## src/rtl/booth_pkg.sv

```systemverilog
// Shared definitions for the Booth multiply arbiter.
// - booth_state_e : top-level FSM states (idle / running / result held)
// - BoothAdd/Sub  : {Q[0], Q_1} codes that select add or subtract of M
package booth_pkg;

  typedef enum logic [1:0] {
    StIdle = 2'd0,
    StRun  = 2'd1,
    StDone = 2'd2
  } booth_state_e;

  localparam logic [1:0] BoothAdd = 2'b01;
  localparam logic [1:0] BoothSub = 2'b10;

endpackage

```

## src/rtl/booth_step.sv

```systemverilog
// One radix-2 Booth iteration, purely combinational.
// Ports:
//   a_i/a_o     : accumulator in/out, WIDTH+1 bits
//   q_i/q_o     : multiplier register in/out, WIDTH bits
//   q_1_i/q_1_o : extra bit to the right of Q
//   m_i         : sign-extended multiplicand, WIDTH+1 bits
module booth_step
  import booth_pkg::*;
#(
  parameter int unsigned WIDTH = 4
) (
  input  logic [WIDTH:0]   a_i,
  input  logic [WIDTH-1:0] q_i,
  input  logic             q_1_i,
  input  logic [WIDTH:0]   m_i,
  output logic [WIDTH:0]   a_o,
  output logic [WIDTH-1:0] q_o,
  output logic             q_1_o
);

  logic [WIDTH:0] sum;

  always_comb begin
    case ({q_i[0], q_1_i})
      BoothAdd: sum = a_i + m_i;
      BoothSub: sum = a_i - m_i;
      default:  sum = a_i;
    endcase
    // Arithmetic shift right of {A, Q, Q_1}
    a_o   = {sum[WIDTH], sum[WIDTH:1]};
    q_o   = {sum[0], q_i[WIDTH-1:1]};
    q_1_o = q_i[0];
  end

endmodule

```

## src/rtl/booth_mult_arbiter.sv

```systemverilog
// Shares one iterative radix-2 Booth multiplier among NREQ requesters.
// Round-robin grant in idle, one Booth step per clock, result held until taken.
// Ports:
//   clk, rst_n        : clock, asynchronous active-low reset
//   req_valid_i       : per-requester operand valid
//   req_ready_o       : per-requester accept, one-hot or zero
//   req_a_i, req_b_i  : packed operands, requester i at [i*WIDTH +: WIDTH]
//   rsp_valid_o       : product valid
//   rsp_ready_i       : consumer accepts product
//   rsp_product_o     : signed 2*WIDTH product
//   rsp_id_o          : requester index owning rsp_product_o
//   busy_o            : high while running or holding a result
module booth_mult_arbiter
  import booth_pkg::*;
#(
  parameter int unsigned WIDTH = 4,
  parameter int unsigned NREQ  = 2,
  parameter int unsigned IDW   = 1
) (
  input  logic                  clk,
  input  logic                  rst_n,
  input  logic [NREQ-1:0]       req_valid_i,
  output logic [NREQ-1:0]       req_ready_o,
  input  logic [NREQ*WIDTH-1:0] req_a_i,
  input  logic [NREQ*WIDTH-1:0] req_b_i,
  output logic                  rsp_valid_o,
  input  logic                  rsp_ready_i,
  output logic [2*WIDTH-1:0]    rsp_product_o,
  output logic [IDW-1:0]        rsp_id_o,
  output logic                  busy_o
);

  localparam int unsigned CntW = $clog2(WIDTH + 1);

  booth_state_e state_q, state_d;
  logic [IDW-1:0]     rr_ptr_q, rr_ptr_d;
  logic [WIDTH:0]     m_q, m_d;
  logic [WIDTH:0]     a_q, a_d;
  logic [WIDTH-1:0]   q_q, q_d;
  logic               q1_q, q1_d;
  logic [CntW-1:0]    cnt_q, cnt_d;
  logic [IDW-1:0]     id_q, id_d;
  logic [2*WIDTH-1:0] prod_q, prod_d;
  logic [IDW-1:0]     rsp_id_q, rsp_id_d;

  logic [WIDTH:0]     a_step;
  logic [WIDTH-1:0]   q_step;
  logic               q1_step;

  logic               grant_valid;
  logic [IDW-1:0]     grant_idx;
  logic [WIDTH-1:0]   sel_a;
  logic [WIDTH-1:0]   sel_b;

  booth_step #(
    .WIDTH (WIDTH)
  ) u_step (
    .a_i   (a_q),
    .q_i   (q_q),
    .q_1_i (q1_q),
    .m_i   (m_q),
    .a_o   (a_step),
    .q_o   (q_step),
    .q_1_o (q1_step)
  );

  // Round-robin search: first valid requester at or after rr_ptr, wrapping.
  always_comb begin
    grant_valid = 1'b0;
    grant_idx   = '0;
    for (int i = 0; i < int'(NREQ); i++) begin
      if (!grant_valid && req_valid_i[(int'(rr_ptr_q) + i) % int'(NREQ)]) begin
        grant_valid = 1'b1;
        grant_idx   = IDW'((int'(rr_ptr_q) + i) % int'(NREQ));
      end
    end
  end

  assign sel_a = req_a_i[int'(grant_idx)*int'(WIDTH) +: WIDTH];
  assign sel_b = req_b_i[int'(grant_idx)*int'(WIDTH) +: WIDTH];

  always_comb begin
    state_d     = state_q;
    rr_ptr_d    = rr_ptr_q;
    m_d         = m_q;
    a_d         = a_q;
    q_d         = q_q;
    q1_d        = q1_q;
    cnt_d       = cnt_q;
    id_d        = id_q;
    prod_d      = prod_q;
    rsp_id_d    = rsp_id_q;
    req_ready_o = '0;

    unique case (state_q)
      StIdle: begin
        if (grant_valid) begin
          // Gated by rst_n so every output reads zero while reset is held.
          req_ready_o[grant_idx] = rst_n;
          m_d      = {sel_a[WIDTH-1], sel_a};
          q_d      = sel_b;
          a_d      = '0;
          q1_d     = 1'b0;
          cnt_d    = CntW'(WIDTH);
          id_d     = grant_idx;
          rr_ptr_d = (grant_idx == IDW'(NREQ - 1)) ? '0 : grant_idx + IDW'(1);
          state_d  = StRun;
        end
      end
      StRun: begin
        a_d   = a_step;
        q_d   = q_step;
        q1_d  = q1_step;
        cnt_d = cnt_q - CntW'(1);
        if (cnt_q == CntW'(1)) begin
          // A carries one guard bit; the product fits in its low WIDTH bits plus Q.
          prod_d   = {a_step[WIDTH-1:0], q_step};
          rsp_id_d = id_q;
          state_d  = StDone;
        end
      end
      StDone: begin
        if (rsp_ready_i) begin
          state_d = StIdle;
        end
      end
      default: state_d = StIdle;
    endcase
  end

  always_ff @(posedge clk or negedge rst_n) begin
    if (!rst_n) begin
      state_q  <= StIdle;
      rr_ptr_q <= '0;
      m_q      <= '0;
      a_q      <= '0;
      q_q      <= '0;
      q1_q     <= 1'b0;
      cnt_q    <= '0;
      id_q     <= '0;
      prod_q   <= '0;
      rsp_id_q <= '0;
    end else begin
      state_q  <= state_d;
      rr_ptr_q <= rr_ptr_d;
      m_q      <= m_d;
      a_q      <= a_d;
      q_q      <= q_d;
      q1_q     <= q1_d;
      cnt_q    <= cnt_d;
      id_q     <= id_d;
      prod_q   <= prod_d;
      rsp_id_q <= rsp_id_d;
    end
  end

  assign rsp_valid_o   = (state_q == StDone);
  assign busy_o        = (state_q != StIdle);
  assign rsp_product_o = prod_q;
  assign rsp_id_o      = rsp_id_q;

endmodule

```

## config.mk

```make
export PLATFORM = sky130hd
export DESIGN_NAME = booth_mult_arbiter
export DESIGN_NICKNAME = d
export VERILOG_FILES = /design/src/rtl/booth_pkg.sv /design/src/rtl/booth_step.sv /design/src/rtl/booth_mult_arbiter.sv
export SDC_FILE = /design/constraint.sdc
export NUM_CORES = 1
export LEC_CHECK = 0
export ABC_AREA = 0
export BUFFER_PORTS_ARGS = -buffer_cell sky130_fd_sc_hd__buf_2
export CAP_MARGIN = 20
export CELL_PAD_IN_SITES_DETAIL_PLACEMENT = 1
export CELL_PAD_IN_SITES_GLOBAL_PLACEMENT = 2
export CORE_MARGIN = 2
export CORE_UTILIZATION = 35
export DETAILED_ROUTE_END_ITERATION = 12
export GPL_ROUTABILITY_DRIVEN = 0
export PLACE_DENSITY_LB_ADDON = 0.1
export SYNTH_ARGS = -nofsm -noshare
export SYNTH_HDL_FRONTEND = slang
export SYNTH_SLANG_ARGS = --single-unit
```

## constraint.sdc

```tcl
create_clock -name clk -period 4.6 [get_ports clk]
set_clock_uncertainty 0.2 [all_clocks]
set_input_delay 0.92 -clock clk [delete_from_list [all_inputs] [get_ports clk]]
set_output_delay 0.92 -clock clk [all_outputs]
set_load 0.1 [all_outputs]
```

==> impl_metrics.env, run 1 <==
export IMPL_grt_setup_unrepaired="no"
export IMPL_ys_warn_count=0
export IMPL_clk_latency_ps=270
export IMPL_fmax_mhz=314.7
export IMPL_avgViaCountPerCell=5.082
export IMPL_syn_cell_area_um2=1560
export IMPL_setup_violations=0
export IMPL_finalSetupTns_ps=0
export IMPL_dr_pass1_iters=4
export IMPL_n_antenna_cell=0
export IMPL_ff2ff_path_depth=9
export IMPL_antenna_found_initial=0
export IMPL_path_cells="buf_2 -> inv_1 -> a211oi_1 -> buf_4 -> and2_1 -> buf_2"
export IMPL_clock_sinks=29
export IMPL_die_w_um=70.77
export IMPL_grt_max_degree=29
export IMPL_finalMaxSlewViolations=0
export IMPL_period_minus_slack_ps=3177
export IMPL_drc=0
export IMPL_cts_max_level=2
export IMPL_yosysTopAreaCell="dfrtp_1"
export IMPL_routedWlPerCell_um=15.67
export IMPL_grt_pass1_vias=1391
export IMPL_hold_ws_ps=255.7
export IMPL_die_area_um2=5008
export IMPL_drt_total_wl_um=3997
export IMPL_grt_pass1_wl_um=6996
export IMPL_status="finished, final reports clean"
export IMPL_ant_nets=0
export IMPL_path_class="in -> out"
export IMPL_finalHoldViolCount=0
export IMPL_ff2ff_setup_slack_ps=1870
export IMPL_worst_ep_required_time_ps=3480
export IMPL_rows=24
export IMPL_cts_setup_buffers=0
export IMPL_finalCritPeriodShare_pct=69.08
export IMPL_worstPathArrival_ps=2060
export IMPL_max_cap_viol_count=0
export IMPL_r2r_end="a_q[3]"
export IMPL_synth_cell_type_count=33
export IMPL_cp_slowest_cell="buf_2"
export IMPL_worst_pin_slew_ps=736.7
export IMPL_yosysMostFrequentCell="dfrtp_1"
export IMPL_synth_area_top_cells="dfrtp_1, nand2_1, ha_1"
export IMPL_synth_fp_nets=197
export IMPL_cts_tree="built"
export IMPL_cp_max_fo=11
export IMPL_postCtsHoldBufs=0
export IMPL_area_growth_pct=18.52
export IMPL_min_path_type="in -> async"
export IMPL_worstSetupEndpointType="output pin"
export IMPL_synthArstFlopShare_pct=100.0
export IMPL_synth_cells=167
export IMPL_ios=34
export IMPL_regToRegStartpoint="q1_q"
export IMPL_synth_top_area_share_pct=46.51
export IMPL_grt_usage_pct=17.97
export IMPL_drive_above_1_share_pct=22.66
export IMPL_synth_seq_cells=29
export IMPL_fin_nets=233
export IMPL_dpl_hpwl_um=3048
export IMPL_synth_common_cells="dfrtp_1, nand2_1, inv_1, nor2_1, ha_1"
export IMPL_drtIter0Drc=93
export IMPL_cts_made_buffers=5
export IMPL_ys_seq_area_share_pct=46.51
export IMPL_cts_resized=0
export IMPL_numPortBuffers=33
export IMPL_die_h_um=70.77
export IMPL_cts_buffer_depth=2
export IMPL_cp_start_kind="input pin"
export IMPL_postSynthAreaPerCell_um2=9.343
export IMPL_overflow=0
export IMPL_cp_common_cell="buf_2"
export IMPL_relSlewSlack_pct=50.79
export IMPL_core_area_um2=4324
export IMPL_synth_edf_count=0
export IMPL_path_clk_slew_ps=60
export IMPL_initial_core_util_pct=36.08
export IMPL_synthFlopType="dfrtp_1"
export IMPL_vias=1296
export IMPL_cts_root_buf="clkbuf_8"
export IMPL_slowest_delay_ps=420
## how the worst max path moves through the flow
| stage | from | end | slack [ps] | cells after the start |
|---|---|---|---|---|
| after floorplan | state_q[1] | req_ready_o[1] | 1210 | 5 |
| after global placement | req_valid_i[1] | req_ready_o[1] | 1450 | 6 |
| after detailed placement | req_valid_i[1] | req_ready_o[1] | 1420 | 6 |
| after CTS | req_valid_i[0] | req_ready_o[0] | 1410 | 5 |
| after global routing | req_valid_i[1] | req_ready_o[1] | 1340 | 6 |
| final | req_valid_i[1] | req_ready_o[1] | 1420 | 6 |
## flip-flops by register name, indices dropped and copies added (netlist names)
name,cells
rsp_product_o,8
a_q,4
m_q,4
q_q,4
cnt_q,3
state_q,2
id_q,1
q1_q,1
rr_ptr_q,1
rsp_id_o,1
## routing by layer
| layer | vias to the layer above | routed length [um] | GRT usage (%) |
|---|---|---|---|
| met5 | - | 0 | 0 |
| met1 | 630 | 1861 | 22.54 |
| met4 | 0 | 61 | 5.660 |
| met3 | 6 | 110 | 3.419 |
| met2 | 19 | 1964 | 31.26 |
| li1 | 641 | - | - |
## cell type report
type	count	area (um2)
fill	531	2475
inverter	16	60.06
multi-input combinational	115	724.4
clock buffer	7	86.33
timing repair buffer	36	187.7
sequential	29	725.7
tap	52	65.06
## logic make-up (layout without fill, tap and decap cells)
group	count (synthesis)	in the layout	synth area share [%]
AND/OR/NAND/NOR	59	59	17.40
buffers and inverters	23	59	7.057
XOR/XNOR	5	5	2.807
AO/OA/AOI/OAI	40	40	17.16
flip-flops	29	29	46.51
adder cells (fa/ha/maj)	9	9	7.699
multiplexers	2	2	1.363
## through the flow
stage / cell area (um2) / setup slack [ps] / util [%] / std cells
3_3_place_gp: 1763 / 1455 / 40.77 / 248
4_1_cts: 1849 / 1414 / 42.77 / 255
3_5_place_dp: 1763 / 1415 / 40.77 / 248
6_report: 1849 / 1423 / 42.77 / 255
2_1_floorplan: 1560 / 1210 / - / 167
5_1_grt: 1849 / 1342 / 42.77 / 255
## critical path, delay by kind of cell
family	cells	cell delay, ps
buffers and inverters	4	790
and+or+nand+nor	1	140
AOI/OAI and AO/OA	1	200
## placed cells by master, fill, tap and decap left out
cell type and n:
a22oi_1 7, and2_1 5, xor2_1 1, dfrtp_1 29, a222oi_1 4, nor2_1 9, nor3_1 2, nor2b_1 3
ha_1 8, nand2_1 28, a32oi_1 1, nand2b_1 5, nand3_1 3, buf_4 3, a21oi_2 3, xnor2_1 4
mux2i_1 1, mux2_2 1, a21o_1 1, o21ai_1 5, buf_2 33, inv_1 16, fa_1 1, o211ai_1 2
clkbuf_8 6, a21oi_1 7, o21ai_0 7, and3_1 3, or4_1 1, clkbuf_1 1, o31ai_1 2, a211oi_1 1
Power of run 1 is left out: the tool's default activity adds up to more than one toggle a clock period on the data nets, which glitch-free logic cannot reach.
==> run 2, diff against run 1 <==
--- a/config.mk
+++ b/config.mk
@@ -11,7 +11,7 @@
 export CELL_PAD_IN_SITES_DETAIL_PLACEMENT = 1
 export CELL_PAD_IN_SITES_GLOBAL_PLACEMENT = 2
 export CORE_MARGIN = 2
-export CORE_UTILIZATION = 35
+export CORE_UTILIZATION = 29
 export DETAILED_ROUTE_END_ITERATION = 12
 export GPL_ROUTABILITY_DRIVEN = 0
 export PLACE_DENSITY_LB_ADDON = 0.1
==> constraint.sdc (replaced) <==
create_clock -name clk -period 2.75 [get_ports clk]
set_clock_uncertainty 0.2 [all_clocks]
set_input_delay 0.55 -clock clk [delete_from_list [all_inputs] [get_ports clk]]
set_output_delay 0.55 -clock clk [all_outputs]
set_load 0.1 [all_outputs]
==> run 2 against run 1 <==
Worst setup slack got worse by 1300 ps. Sequential share of layout area fell by 2.2 points. Global-route usage fell by 2.8 points. Final cell count rose by 9.0%. Cell area rose by 6.0%.
==> impl_metrics.env, run 2 (synthesized netlist as in run 1, its figures left out) <==
export IMPL_status="finished, final reports clean"
export IMPL_worstPathArrival_ps=2630
export IMPL_grt_usage_pct=15.14
export IMPL_clk_latency_ps=270
export IMPL_die_h_um=77.35
export IMPL_setup_violations=0
export IMPL_place_inst=268
export IMPL_numPortBuffers=33
export IMPL_relSlewSlack_pct=64.00
export IMPL_routedWlPerCell_um=14.83
export IMPL_cp_max_fo=4
export IMPL_finalCritPeriodShare_pct=95.03
export IMPL_drt_total_wl_um=4124
export IMPL_path_clk_slew_ps=60
export IMPL_worst_ep_required_time_ps=2760
export IMPL_ios=34
export IMPL_finalMaxSlewViolations=0
export IMPL_die_w_um=77.35
export IMPL_overflow=0
export IMPL_fill_cells=636
export IMPL_cts_made_buffers=5
export IMPL_largest_reg_flops=8
export IMPL_clock_sinks=29
export IMPL_grt_pass1_wl_um=6996
export IMPL_cts_root_buf="clkbuf_8"
export IMPL_min_path_type="in -> reg"
export IMPL_cp_slowest_cell="dfrtp_1"
export IMPL_cts_tree="built"
export IMPL_path_class="reg -> reg"
export IMPL_core_area_um2=5140
export IMPL_drc=0
export IMPL_grt_pass1_vias=1413
export IMPL_period_minus_slack_ps=2613
export IMPL_fin_nets=238
export IMPL_rows=26
export IMPL_area_growth_pct=25.58
export IMPL_layout_common_cells="buf_2, dfrtp_1, nand2_1"
export IMPL_fmax_mhz=382.6
export IMPL_cp_start_kind="flop"
export IMPL_antenna_found_initial=0
export IMPL_ant_nets=0
export IMPL_dpl_hpwl_um=3114
export IMPL_mostFrequentLayoutCell="buf_2"
export IMPL_avgViaCountPerCell=4.748
export IMPL_fin_util_pct=38.12
export IMPL_multi_input_area_um2=742.0
export IMPL_drtIter0Drc=65
export IMPL_finalHoldViolCount=0
export IMPL_layout_cells_non_filler=278
export IMPL_drive_above_1_share_pct=25.96
export IMPL_slowest_delay_ps=400
export IMPL_grt_max_degree=29
export IMPL_seq_area_um2=725.7
export IMPL_dr_pass1_iters=5
export IMPL_cp_top_family="simple AND/OR/NAND/NOR gates"
export IMPL_crit_buf_inv=1
export IMPL_die_area_um2=5983
export IMPL_n_antenna_cell=0
export IMPL_worst_pin_slew_ps=538.8
export IMPL_max_cap_viol_count=0
export IMPL_initial_core_util_pct=30.36
export IMPL_cts_max_level=2
export IMPL_worstSetupEndpointType="flop"
export IMPL_path_cells="inv_1 -> ha_1 -> mux2_4 -> fa_2 -> nand2b_1 -> a21oi_2 -> xnor2_2 -> or4_1 -> nand3_1"
export IMPL_cts_buffer_depth=2
export IMPL_vias=1320
-- run 2: timing repair --
item,in CTS,in global routing
hold buffers,1,0
gates resized for setup,0,4
hold endpoints to repair,1,0
buffers inserted,0,2
setup endpoints to repair,0,1
-- run 2: layout make-up --
class	count	share of cell area [%]
Clock buffer	7	4.406
Inverter	16	3.065
Multi-Input combinational cell	115	37.87
Sequential cell	29	37.04
Tap cell	70	4.470
Timing Repair Buffer	41	13.15
-- run 2: worst paths after layout --
kind / cells after the start / slack (ps) / startpoint / endpoint
min: 2 / 250 / rsp_ready_i / state_q[1]
max: 9 / 140 / m_q[0] / a_q[3]
min in group asynchronous: 2 / 430 / rst_n / rr_ptr_q
max reg2reg: 9 / 140 / m_q[0] / a_q[3]
max in group asynchronous: 3 / 1350 / rst_n / m_q[1]
min reg2reg: 2 / 270 / rsp_product_o[1] / rsp_product_o[1]
-- run 2: per-layer routing --
| layer | vias up | part of all wire, % | wire length, um | GRT usage (%) |
|---|---|---|---|---|
| li1 | 649 | - | - | - |
| met1 | 649 | 47 | 1921 | 19.63 |
| met2 | 18 | 50 | 2056 | 25.57 |
| met3 | 4 | 2.7 | 110 | 3.140 |
| met4 | 0 | 0.87 | 36 | 4.286 |
| met5 | - | 0 | 0 | 0 |
-- run 2: per-stage QoR --
step / cell area (um2) / hold WS (ps) / setup WS, ps / setup TNS (ps)
detailed placement: 1832 / 177.5 / 83.37 / 0
finish: 1959 / 245.1 / 136.6 / 0
floorplan: 1562 / 54.41 / 15.45 / 0
global route: 1959 / 257.1 / -2.857 / -2.857
CTS: 1928 / 238.1 / 60.05 / 0
global placement: 1832 / 178.5 / 141.2 / 0
Power of run 2 is left out for the same reason.
